### src/rtl/ahb_sevenseg_mux.sv
// ---------------------------------------------------------------------------
// ahb_sevenseg_mux
//   AHB-Lite slave driving a multiplexed, active-low seven-segment display.
//   Programmer registers (DATA, DP, CTRL) are copied into display shadows only
//   at a scan-frame boundary, so the display never shows a half-written value.
//
// Ports
//   CLK        : system clock, rising edge
//   RESET      : asynchronous, active-high reset
//   HSEL, HADDR, HTRANS, HWRITE, HREADY, HWDATA : AHB-Lite slave inputs
//   HRDATA     : read data (combinational in the data phase)
//   HREADYOUT  : always 1 (zero wait states)
//   seg        : active-low segments, bit0 = a ... bit6 = g (registered)
//   dp         : active-low decimal point (registered)
//   an         : active-low one-hot digit enables (registered)
//
// Register map (HADDR[3:2])
//   0 DATA   : nibble per digit, digit i = bits [4i+3:4i]
//   1 DP     : bit i lights the point on digit i
//   2 CTRL   : bit0 EN, bits [NUM_DIGITS+7:8] BLANK mask
//   3 STATUS : bits [2:0] current digit index, bit8 shadow-pending (read-only)
// ---------------------------------------------------------------------------
module ahb_sevenseg_mux #(
  parameter int NUM_DIGITS  = 4,
  parameter int REFRESH_DIV = 100000
) (
  input  logic                  CLK,
  input  logic                  RESET,
  input  logic                  HSEL,
  input  logic [31:0]           HADDR,
  input  logic [1:0]            HTRANS,
  input  logic                  HWRITE,
  input  logic                  HREADY,
  input  logic [31:0]           HWDATA,
  output logic [31:0]           HRDATA,
  output logic                  HREADYOUT,
  output logic [6:0]            seg,
  output logic                  dp,
  output logic [NUM_DIGITS-1:0] an
);

  localparam int              DW       = 4 * NUM_DIGITS;
  localparam int              CW       = $clog2(REFRESH_DIV);
  localparam logic [CW-1:0]   CNT_LAST = CW'(REFRESH_DIV - 1);
  localparam logic [2:0]      IDX_LAST = 3'(NUM_DIGITS - 1);

  localparam logic [1:0] A_DATA = 2'd0;
  localparam logic [1:0] A_DP   = 2'd1;
  localparam logic [1:0] A_CTRL = 2'd2;
  localparam logic [1:0] A_STAT = 2'd3;

  // Active-low hex decode, bit0 = a ... bit6 = g.
  function automatic logic [6:0] hex7(input logic [3:0] n);
    case (n)
      4'h0:    hex7 = 7'h40;
      4'h1:    hex7 = 7'h79;
      4'h2:    hex7 = 7'h24;
      4'h3:    hex7 = 7'h30;
      4'h4:    hex7 = 7'h19;
      4'h5:    hex7 = 7'h12;
      4'h6:    hex7 = 7'h02;
      4'h7:    hex7 = 7'h78;
      4'h8:    hex7 = 7'h00;
      4'h9:    hex7 = 7'h10;
      4'hA:    hex7 = 7'h08;
      4'hB:    hex7 = 7'h03;
      4'hC:    hex7 = 7'h46;
      4'hD:    hex7 = 7'h21;
      4'hE:    hex7 = 7'h06;
      4'hF:    hex7 = 7'h0E;
      default: hex7 = 7'h7F;
    endcase
  endfunction

  // Bus pipeline
  logic                  addr_valid_q, addr_valid_d;
  logic                  addr_write_q, addr_write_d;
  logic [1:0]            addr_reg_q,   addr_reg_d;
  // Programmer-visible registers
  logic [DW-1:0]         data_q,  data_d;
  logic [NUM_DIGITS-1:0] dpm_q,   dpm_d;
  logic                  en_q,    en_d;
  logic [NUM_DIGITS-1:0] blank_q, blank_d;
  // Display shadows
  logic [DW-1:0]         sh_data_q,  sh_data_d;
  logic [NUM_DIGITS-1:0] sh_dpm_q,   sh_dpm_d;
  logic [NUM_DIGITS-1:0] sh_blank_q, sh_blank_d;
  logic                  pend_q, pend_d;
  // Scan position
  logic [CW-1:0]         cnt_q, cnt_d;
  logic [2:0]            idx_q, idx_d;
  // Registered display outputs
  logic [6:0]            seg_q, seg_d;
  logic                  dp_q,  dp_d;
  logic [NUM_DIGITS-1:0] an_q,  an_d;

  logic                  sample_s, wr_s, wr_vis_s, tc_s, frame_s;
  logic [3:0]            nib_s;
  logic                  pt_s, blk_s;
  logic [NUM_DIGITS-1:0] digit_an_s;
  logic [31:0]           rdata_s;
  logic                  unused_s;

  assign sample_s = HSEL & HREADY & HTRANS[1];
  assign wr_s     = addr_valid_q & addr_write_q;
  assign wr_vis_s = wr_s & (addr_reg_q != A_STAT);
  assign tc_s     = (cnt_q == CNT_LAST);
  assign frame_s  = tc_s & (idx_q == IDX_LAST);
  assign unused_s = ^{HADDR[31:4], HADDR[1:0], HTRANS[0], HWDATA};

  // Address-phase capture and data-phase register writes.
  always_comb begin
    addr_valid_d = sample_s;
    addr_write_d = sample_s ? HWRITE     : addr_write_q;
    addr_reg_d   = sample_s ? HADDR[3:2] : addr_reg_q;
    data_d       = data_q;
    dpm_d        = dpm_q;
    en_d         = en_q;
    blank_d      = blank_q;
    case ({wr_s, addr_reg_q})
      {1'b1, A_DATA}: data_d = HWDATA[DW-1:0];
      {1'b1, A_DP}:   dpm_d  = HWDATA[NUM_DIGITS-1:0];
      {1'b1, A_CTRL}: begin
        en_d    = HWDATA[0];
        blank_d = HWDATA[NUM_DIGITS+7:8];
      end
      default: data_d = data_q;  // no write, or STATUS (read-only)
    endcase
  end

  // Scan counter, shadow copy at frame boundary and pending flag.
  always_comb begin
    cnt_d = tc_s ? {CW{1'b0}} : cnt_q + CW'(1'b1);
    if (tc_s) begin
      idx_d = (idx_q == IDX_LAST) ? 3'd0 : idx_q + 3'd1;
    end else begin
      idx_d = idx_q;
    end
    // The copy uses the current (pre-write) register values.
    sh_data_d  = frame_s ? data_q  : sh_data_q;
    sh_dpm_d   = frame_s ? dpm_q   : sh_dpm_q;
    sh_blank_d = frame_s ? blank_q : sh_blank_q;
    // A write coinciding with the copy keeps the flag set for the next frame.
    if (wr_vis_s) begin
      pend_d = 1'b1;
    end else if (frame_s) begin
      pend_d = 1'b0;
    end else begin
      pend_d = pend_q;
    end
  end

  // Select the current digit's shadow fields and form the next display outputs.
  always_comb begin
    nib_s      = 4'h0;
    pt_s       = 1'b0;
    blk_s      = 1'b1;
    digit_an_s = {NUM_DIGITS{1'b1}};
    for (int i = 0; i < NUM_DIGITS; i++) begin
      if (idx_q == 3'(i)) begin
        nib_s         = sh_data_q[4*i +: 4];
        pt_s          = sh_dpm_q[i];
        blk_s         = sh_blank_q[i];
        digit_an_s[i] = 1'b0;
      end else begin
        digit_an_s[i] = 1'b1;
      end
    end
    if (en_q && !blk_s) begin
      seg_d = hex7(nib_s);
      dp_d  = ~pt_s;
      an_d  = digit_an_s;
    end else begin
      seg_d = 7'h7F;
      dp_d  = 1'b1;
      an_d  = {NUM_DIGITS{1'b1}};
    end
  end

  // Read mux, driven from the registered address during a read data phase.
  always_comb begin
    rdata_s = 32'h0000_0000;
    case ({addr_valid_q & ~addr_write_q, addr_reg_q})
      {1'b1, A_DATA}: rdata_s[DW-1:0]         = data_q;
      {1'b1, A_DP}:   rdata_s[NUM_DIGITS-1:0] = dpm_q;
      {1'b1, A_CTRL}: begin
        rdata_s[0]              = en_q;
        rdata_s[NUM_DIGITS+7:8] = blank_q;
      end
      {1'b1, A_STAT}: begin
        rdata_s[2:0] = idx_q;
        rdata_s[8]   = pend_q;
      end
      default: rdata_s = 32'h0000_0000;
    endcase
  end

  // State registers; reset aborts any transfer in flight and blanks the display.
  always_ff @(posedge CLK or posedge RESET) begin
    if (RESET) begin
      addr_valid_q <= 1'b0;
      addr_write_q <= 1'b0;
      addr_reg_q   <= 2'd0;
      data_q       <= {DW{1'b0}};
      dpm_q        <= {NUM_DIGITS{1'b0}};
      en_q         <= 1'b0;
      blank_q      <= {NUM_DIGITS{1'b0}};
      sh_data_q    <= {DW{1'b0}};
      sh_dpm_q     <= {NUM_DIGITS{1'b0}};
      sh_blank_q   <= {NUM_DIGITS{1'b0}};
      pend_q       <= 1'b0;
      cnt_q        <= {CW{1'b0}};
      idx_q        <= 3'd0;
      seg_q        <= 7'h7F;
      dp_q         <= 1'b1;
      an_q         <= {NUM_DIGITS{1'b1}};
    end else begin
      addr_valid_q <= addr_valid_d;
      addr_write_q <= addr_write_d;
      addr_reg_q   <= addr_reg_d;
      data_q       <= data_d;
      dpm_q        <= dpm_d;
      en_q         <= en_d;
      blank_q      <= blank_d;
      sh_data_q    <= sh_data_d;
      sh_dpm_q     <= sh_dpm_d;
      sh_blank_q   <= sh_blank_d;
      pend_q       <= pend_d;
      cnt_q        <= cnt_d;
      idx_q        <= idx_d;
      seg_q        <= seg_d;
      dp_q         <= dp_d;
      an_q         <= an_d;
    end
  end

  assign HRDATA    = rdata_s;
  assign HREADYOUT = 1'b1;
  assign seg       = seg_q;
  assign dp        = dp_q;
  assign an        = an_q;

endmodule

### config.mk
export PLATFORM = sky130hd
export DESIGN_NAME = ahb_sevenseg_mux
export DESIGN_NICKNAME = d
export VERILOG_FILES = /design/src/rtl/ahb_sevenseg_mux.sv
export SDC_FILE = /design/constraint.sdc
export NUM_CORES = 1
export LEC_CHECK = 0
export CORE_MARGIN = 2
export CORE_UTILIZATION = 49
export CTS_CLUSTER_DIAMETER = 150
export CTS_CLUSTER_SIZE = 40
export DETAILED_ROUTE_END_ITERATION = 8
export PLACE_DENSITY = 0.81
export SYNTH_ARGS = -nofsm -noshare
export SYNTH_HDL_FRONTEND = slang
export SYNTH_SLANG_ARGS = --single-unit
export TNS_END_PERCENT = 10
### constraint.sdc
create_clock -name CLK -period 3.15 [get_ports CLK]
set_clock_uncertainty 0.1 [all_clocks]
set_input_delay 0.315 -clock CLK [delete_from_list [all_inputs] [get_ports CLK]]
set_output_delay 0.315 -clock CLK [all_outputs]
set_load 0.05 [all_outputs]
==> metrics.md, run 1 <==
| Metric | Value |
|---|---|
| Total met2 wirelength after detailed routing | `4.242 mm` |
| XOR/XNOR Fraction of Synth Area | `3.044%` |
| Post-Syn Instances | `356` |
| Count of placed standard cells including taps | `502` |
| Dominant combinational cell family by area after synthesis | `multiplexers` |
| Count of unique library cells instantiated by Yosys | `48` |
| Clock sink total | `86` |
| Pin count of the biggest net entering global routing | `50` |
| Maximum clock frequency | `343.1 MHz` |
| Core Area | `8636 sq um` |
| Met3 routed wirelength | `281 um` |
| Die area | `9574 sq um` |
| Critical path cell sequence | `mux4_2 > nor2b_1 > clkdlybuf4s50_1` |
| Count of state elements after synthesis | `86` |
| Worst min-delay path category | `in -> async` |
| P_sw | `0.8560 mW` |
| Synth warnings | `0` |
| Clock input transition at the sequential cells of the worst setup and hold paths | `0.08 ns` |
| Number of global-route vias before repair | `2826` |
| Layout area overhead | `16.87%` |
| Count of maximum capacitance violations | `0` |
| Standard-cell row count | `34` |
| Cell at the root of the clock tree | `sky130_fd_sc_hd__clkbuf_8` |
| Simple-Gate Fraction of Synth Area | `12.35%` |
| Max incr delay on CP | `0.72 ns` |
| Compound-gate portion of the synthesized area | `5.596%` |
| Combinational cell fraction of total power | `20.7%` |
| Least-Margin Pin Slew | `0.6551 ns` |
| Largest fanout on the critical path | `15` |
| Count of input and output buffers | `51` |
| Final routed DRC violation total | `0` |
| Post-route met1 wirelength | `3.454 mm` |
| Skew-Pair Late Insertion Delay | `0.35 ns` |
| Syn avg cell area | `12.12 sq um` |
| Area share of fa/ha/maj cells after synthesis | `3.189%` |
| Top cell type by total area after synthesis | `sky130_fd_sc_hd__dfrtp_1` |
| # nets final | `487` |
| TritonCTS clock tree | `done` |
| Setup TNS Final | `0 ns` |
| Critical Path End Type | `output port` |
| Setup violations, final | `0` |
| Wire length of the first global-routing pass | `13.46 mm` |
| Synth area leaders | `sky130_fd_sc_hd__dfrtp_1 (43%), sky130_fd_sc_hd__mux2_2 (9.1%), sky130_fd_sc_hd__dfstp_2 (7.3%)` |
| Clock H-tree levels | `3` |
| Post-synthesis mux area share | `18.59%` |
| Via density per instance | `5.426` |
| Internal Power | `2.049 mW` |
| Hold violation count in the final report | `0` |
| # fillers | `676` |
| Longest Clk Path Bufs | `2` |
| Static leakage | `2.201 nW` |
| Post-detail-place hpwl | `5.758 mm` |
| Sequential share of the synthesized area | `50.22%` |
| Number of iterations in the first detailed-routing pass | `4` |
| Hold slack final | `0.2570 ns` |
| Share of total power consumed by net switching | `29.47%` |
| Non-filler instance count after layout | `517` |
| Worst-case headroom to the max-slew limit | `56.28%` |
| Routed length per placed instance | `15.74 um` |
| Die height | `97.85 um` |
| Multi-input gate area in the final layout | `1909 sq um` |
| Run status | `finished clean` |
| Buf/Inv on CP | `1` |
| Number of antenna violations at the first check in global routing | `0` |
| Required @ worst endpoint | `2.73 ns` |
| TritonCTS Buffers | `9` |
| Overflow left after global routing | `0` |
| Min Tclk post-route | `2.915 ns` |
| Initial standard-cell utilization of the core | `49.97%` |
| Share of layout cells above drive strength 1 | `22.25%` |
| Maximum resistive drop on vdd | `216.7 uV` |
| Final WL | `8.135 mm` |
| Share of the synthesized area in the top cell type | `42.91%` |
| Vias after detailed routing | `2805` |
| DRC marker count from the first detailed-route iteration | `102` |
| Area taken by flip-flops and latches | `2167 sq um` |
| Fraction of the cycle the final worst path needs | `92.52%` |
| Highest routing layer actually used | `met4` |
| GP Congestion | `0.8298` |
| Critical path startpoint category | `flip-flop` |
| Number of placed I/O pins | `116` |
| CTS Hold Bufs | `0` |
| Post CTS Setup Buffer Count | `0` |
| Power share of the sequential group | `49.7%` |
| Unrepaired setup endpoints after global routing | `false` |
| Cell with the largest stage delay on the worst path | `sky130_fd_sc_hd__dfrtp_1` |
| Antenna violation net count after detailed routing | `0` |
| Cells resized by post-CTS repair | `0` |
| Clock group share of total power | `29.6%` |
| Netlist area before placement | `4315 sq um` |
| Class of the most critical setup path | `reg -> out` |
| Family of cells with the greatest summed delay on the critical path | `flip-flops` |
| Overall routing resource usage | `17.35%` |
| Power per unit of standard cell area | `576.0 nW/um^2` |
| Arr. time, crit path | `2.50 ns` |
| Horiz. Die Dim | `97.85 um` |
| Final Max Tran Viols | `0` |
| Antenna cell count | `0` |
[logic make-up after synthesis]
logic type               Yosys count
AO/OA/AOI/OAI                     33
XOR/XNOR                          15
adder cells (fa/ha/maj)           11
buffers and inverters             45
flip-flops                        86
multiplexers                      65
other                              2
AND/OR/NAND/NOR                   99
[power by group through the flow]
stage                     clock network, mW  registers [mW]  logic [mW]
after floorplan                           0            1.53       0.356
after global placement                    0            1.45       0.589
after detailed placement                  0            1.47       0.601
after CTS                             0.874            1.44       0.605
after global routing                  0.918            1.47       0.639
final                                 0.861            1.44       0.600
[per-stage QoR]
stage / setup slack [ns] / power (mW) / area, sq um / util [%]
finish: 0.2355 / 2.905 / 5044 / 58.40
global route: 0.08755 / 3.024 / 5044 / 58.40
CTS: 0.2070 / 2.923 / 5044 / 58.40
detailed placement: 0.4309 / 2.068 / 4822 / 55.84
global placement: 0.5644 / 2.042 / 4822 / 55.84
floorplan: 0.5330 / 1.884 / 4372 / -
[layer usage]
metal	vias to the layer above	GRT usage (%)
met1	1409	21.59
met5	-	0
li1	1309	-
met3	18	2.863
met2	69	30.61
met4	0	6.090
[Yosys cell counts, drive strengths merged]
library cell / n
nand3b: 4
a21boi: 2
buf: 27
conb: 2
nand4b: 2
and2: 12
nand4: 4
nor2: 16
a32o: 1
mux2: 54
nor2b: 9
o31ai: 1
o221ai: 3
a211oi: 3
nand2: 19
xnor2: 11
o211a: 2
nor4: 1
o211ai: 2
nand2b: 2
and4: 2
a32oi: 1
ha: 11
a21oi: 8
a221o: 3
dfstp: 12
o21ai: 3
nand3: 11
clkbuf: 7
mux4: 1
nor3b: 4
xor2: 4
dfrtp: 74
and3: 2
mux2i: 10
inv: 11
a221oi: 1
o22ai: 1
nor3: 10
or2: 1
o21a: 1
o2111ai: 1
[worst register-to-register path: stages, from the launching register on]
cell and delay (ns):
sky130_fd_sc_hd__dfrtp_1 0.44, sky130_fd_sc_hd__inv_1 0.13, sky130_fd_sc_hd__ha_1 0.41, sky130_fd_sc_hd__a211oi_1 0.09, sky130_fd_sc_hd__a211oi_1 0.44, sky130_fd_sc_hd__nand2_1 0.24, sky130_fd_sc_hd__inv_1 0.14, sky130_fd_sc_hd__ha_1 0.24
sky130_fd_sc_hd__a21boi_0 0.26, sky130_fd_sc_hd__a211oi_1 0.08, sky130_fd_sc_hd__o21ai_1 0.16
[cell type report]
| cell class | instances | share of cell area, % |
|---|---|---|
| inverters | 11 | 0.8435 |
| flip-flops and latches | 86 | 42.97 |
| clock inverters | 4 | 1.389 |
| multi-input cells | 240 | 37.86 |
| repair buffers | 57 | 11.26 |
| clock buffers | 11 | 3.002 |
| well taps | 108 | 2.679 |
[placed cells by master (no fill, tap or decap), types with 3 or more instances in the layout]
master,instances
sky130_fd_sc_hd__o221ai_1,3
sky130_fd_sc_hd__inv_1,10
sky130_fd_sc_hd__mux2_4,19
sky130_fd_sc_hd__xor2_1,4
sky130_fd_sc_hd__nor2b_1,9
sky130_fd_sc_hd__and2_1,11
sky130_fd_sc_hd__nand2_1,19
sky130_fd_sc_hd__a211oi_1,3
sky130_fd_sc_hd__dfrtp_1,74
sky130_fd_sc_hd__a221o_1,3
sky130_fd_sc_hd__ha_1,11
sky130_fd_sc_hd__mux2_2,35
sky130_fd_sc_hd__conb_1,17
sky130_fd_sc_hd__nor2_1,16
sky130_fd_sc_hd__xnor2_1,11
sky130_fd_sc_hd__mux2i_1,10
sky130_fd_sc_hd__nand3b_1,4
sky130_fd_sc_hd__nand4_1,4
sky130_fd_sc_hd__nor3_1,9
sky130_fd_sc_hd__clkdlybuf4s50_1,51
sky130_fd_sc_hd__nor3b_1,4
sky130_fd_sc_hd__buf_4,5
sky130_fd_sc_hd__a21oi_1,8
sky130_fd_sc_hd__dfstp_2,12
sky130_fd_sc_hd__clkbuf_8,11
sky130_fd_sc_hd__nand3_1,11
sky130_fd_sc_hd__clkinv_2,3
[sequential cells by signal (all words and copies together) (netlist names), 4 cells and up]
| register | cells |
|---|---|
| sh_dpm_q | 4 |
| cnt_q | 17 |
| sh_data_q | 16 |
| data_q | 16 |
| seg | 7 |
| sh_blank_q | 4 |
| an | 4 |
| blank_q | 4 |
| dpm_q | 4 |
[path summary, 6_finish.rpt]
kind                                           start                         to  slack, ns  cells past startpoint
min reg2reg                       cnt_q[0]$_DFF_PP0_         cnt_q[0]$_DFF_PP0_       0.39                      1
max                        addr_reg_q[0]$_DFFE_PP0P_                  HRDATA[0]       0.24                      3
max in group asynchronous                      RESET       idx_q[1]$_DFFE_PP0N_       2.01                      3
min                                            RESET  sh_blank_q[0]$_DFFE_PP0P_       0.26                      2
max reg2reg                     idx_q[0]$_DFFE_PP0N_           seg[3]$_DFF_PP1_       0.35                     10
min in group CLK                  cnt_q[0]$_DFF_PP0_         cnt_q[0]$_DFF_PP0_       0.39                      1
Power figures use the tool's default switching activity.
==> run 2, diff against run 1 <==
GPL_TIMING_DRIVEN = 0   (was unset)
==> metrics.md, run 2 (same netlist as run 1, synthesis figures left out) <==
| Metric | Value |
|---|---|
| Number of placed I/O pins | `116 (unchanged)` |
| Fraction of the cycle the final worst path needs | `93.77% (+1.2 points)` |
| Setup violations, final | `0 (unchanged)` |
| Die area | `9574 sq um (unchanged)` |
| Critical Path End Type | `output port` |
| Buf/Inv on CP | `3 (+2)` |
| Routed length per placed instance | `15.59 um (-0.92%)` |
| Clock sink total | `86 (unchanged)` |
| Power per unit of standard cell area | `533.2 nW/um^2 (-7.4%)` |
| Maximum resistive drop on vdd | `206.6 uV (-4.7%)` |
| Die height | `97.85 um (unchanged)` |
| Share of layout cells above drive strength 1 | `25.97% (+3.7 points)` |
| Leading cell type in the layout, fill and taps excluded | `sky130_fd_sc_hd__dfrtp_1` |
| TritonCTS clock tree | `done` |
| Critical path startpoint category | `flip-flop` |
| Critical path cell sequence | `clkbuf_1 > clkbuf_2 > nor3_4 > and2_1 > clkdlybuf4s50_1` |
| Leading cell types in the layout, fill and taps excluded | `sky130_fd_sc_hd__dfrtp_1 (74), sky130_fd_sc_hd__clkdlybuf4s50_1 (51), sky130_fd_sc_hd__mux2_2 (35)` |
| Final routed DRC violation total | `0 (unchanged)` |
| TritonCTS Buffers | `9 (unchanged)` |
| Core Area | `8636 sq um (unchanged)` |
| Largest register FFs | `17 (unchanged)` |
| Overflow left after global routing | `0 (unchanged)` |
| Worst-case headroom to the max-slew limit | `53.62% (-2.7 points)` |
| Clock input transition at the sequential cells of the worst setup and hold paths | `0.08 ns (about the same)` |
| Count of maximum capacitance violations | `0 (unchanged)` |
| Standard-cell row count | `34 (unchanged)` |
| Post-detail-place hpwl | `6.331 mm (+9.9%)` |
| Cell with the largest stage delay on the worst path | `sky130_fd_sc_hd__clkdlybuf4s50_1` |
| Number of antenna violations at the first check in global routing | `0 (unchanged)` |
| # nets final | `516 (+6.0%)` |
| Required @ worst endpoint | `2.73 ns (about the same)` |
| Largest fanout on the critical path | `10 (-5)` |
| Initial standard-cell utilization of the core | `49.97% (unchanged)` |
| Clock H-tree levels | `3 (unchanged)` |
| # fillers | `695 (+2.8%)` |
| DRC marker count from the first detailed-route iteration | `101 (-0.98%)` |
| Class of the most critical setup path | `reg -> out` |
| Worst min-delay path category | `in -> async` |
| Depth of the most critical reg-to-reg path | `11 (+1)` |
| Maximum clock frequency | `338.6 MHz (-1.3%)` |
| Horiz. Die Dim | `97.85 um (unchanged)` |
| Antenna cell count | `0 (unchanged)` |
| Count of input and output buffers | `51 (unchanged)` |
| Vias after detailed routing | `2843 (+1.4%)` |
| Layout area overhead | `21.54%` |
| Wire length of the first global-routing pass | `14.57 mm (+8.3%)` |
| Pin count of the biggest net entering global routing | `67 (+34%)` |
| Via density per instance | `5.197 (-4.2%)` |
| Total number of cells along the worst setup path | `5 (+2)` |
| Run status | `finished clean` |
| Least-Margin Pin Slew | `0.6920 ns (+0.03690 ns)` |
| Min Tclk post-route | `2.954 ns (+0.03922 ns)` |
| Sum of internal, switching and leakage power | `2.797 mW (-3.7%)` |
| Reg with most FFs | `cnt_q` |
| Max incr delay on CP | `0.81 ns (+0.09 ns)` |
| Skew-Pair Late Insertion Delay | `0.36 ns (about the same)` |
| Biggest regs | `cnt_q (17), data_q (16), sh_data_q (16)` |
| Number of global-route vias before repair | `2963 (+4.8%)` |
| Cell at the root of the clock tree | `sky130_fd_sc_hd__clkbuf_8` |
| Static leakage | `2.325 nW (+5.7%)` |
| GP Congestion | `0.8247 (-0.61%)` |
| Number of iterations in the first detailed-routing pass | `4 (unchanged)` |
| Arr. time, crit path | `2.54 ns (+0.04 ns)` |
| Longest Clk Path Bufs | `2 (unchanged)` |
| Setup TNS Final | `0 ns (unchanged)` |
| Unrepaired setup endpoints after global routing | `false` |
| Family of cells with the greatest summed delay on the critical path | `buffers and inverters` |
| Hold violation count in the final report | `0 (unchanged)` |
| Overall routing resource usage | `19.02% (+1.7 points)` |
| Antenna violation net count after detailed routing | `0 (unchanged)` |
| Final Max Tran Viols | `0 (unchanged)` |
| Final WL | `8.528 mm (+4.8%)` |
-- run 2: changes by cell type in the layout (fill, tap and decap cells not counted), moves of 2 or more --
cell and change:
sky130_fd_sc_hd__buf_2 +5, sky130_fd_sc_hd__buf_4 +14, sky130_fd_sc_hd__clkinv_2 -2, sky130_fd_sc_hd__clkbuf_1 +9, sky130_fd_sc_hd__buf_12 +2, sky130_fd_sc_hd__bufinv_16 -2
-- run 2: layout make-up --
type | instances | area, sq um | area share [%]
repair buffers | 52 | 538.0 | 10.26
flip-flops and latches | 86 | 2167 | 41.32
clock inverters | 1 | 5.005 | 0.09542
inverters | 11 | 43.79 | 0.8349
multi-input cells | 240 | 1924 | 36.69
well taps | 108 | 135.1 | 2.576
plain buffers | 34 | 255.2 | 4.866
clock buffers | 15 | 176.4 | 3.364
-- run 2: worst paths after layout --
check	slack, ns	to	from
min reg2reg	0.40	cnt_q[0]$_DFF_PP0_	cnt_q[0]$_DFF_PP0_
max	0.20	HRDATA[15]	addr_reg_q[0]$_DFFE_PP0P_
max in group asynchronous	2.16	seg[5]$_DFF_PP1_	RESET
max reg2reg	0.33	seg[0]$_DFF_PP1_	idx_q[1]$_DFFE_PP0N_
min	0.16	blank_q[3]$_DFFE_PP0N_	RESET
min in group CLK	0.40	cnt_q[0]$_DFF_PP0_	cnt_q[0]$_DFF_PP0_
-- run 2: report_power, final --
group / total (mW) / switching, mW / internal (mW)
combinational: 0.651 / 0.363 / 0.288
clock: 0.720 / 0.368 / 0.352
sequential: 1.43 / 0.127 / 1.30
total: 2.80 / 0.858 / 1.94
-- run 2: stage by stage --
step	hold slack (ns)	setup slack (ns)	util, %	cells	area [sq um]
after floorplan	0.3546	0.5330	-	371	4372
after global placement	0.3727	-0.6938	58.10	530	5017
after detailed placement	0.3850	0.1056	58.45	531	5047
after CTS	0.1657	0.03329	60.68	547	5240
after global routing	0.1869	0.05980	60.74	547	5245
final	0.1598	0.1963	60.74	547	5245
-- run 2: worst register-to-register path, cell delays in order, from the launching register on --
cell                        delay [ns]
sky130_fd_sc_hd__dfrtp_1          0.42
sky130_fd_sc_hd__inv_1            0.10
sky130_fd_sc_hd__ha_1             0.22
sky130_fd_sc_hd__buf_2            0.19
sky130_fd_sc_hd__nand3b_1         0.18
sky130_fd_sc_hd__a211oi_1         0.38
sky130_fd_sc_hd__nand2_1          0.24
sky130_fd_sc_hd__inv_1            0.13
sky130_fd_sc_hd__ha_1             0.24
sky130_fd_sc_hd__a21boi_0         0.29
sky130_fd_sc_hd__mux2i_1          0.11
sky130_fd_sc_hd__o2111ai_1        0.13
-- run 2: timing repair --
item                                   in CTS  in global routing
endpoints found under the hold margin       0                  0
setup endpoints to repair                   8                  9
pin swaps                                   0                  0
setup buffers                               0                  0
gates resized for setup                     2                  3
hold buffers                                0                  0
-- run 2: routing by layer --
| layer | up-vias | share of wire (%) | global-route usage, % |
|---|---|---|---|
| met5 | - | 0 | 0 |
| met4 | 0 | 1.7 | 6.731 |
| met3 | 15 | 3.6 | 3.865 |
| met2 | 58 | 52 | 33.03 |
| met1 | 1406 | 43 | 23.63 |
| li1 | 1364 | - | - |
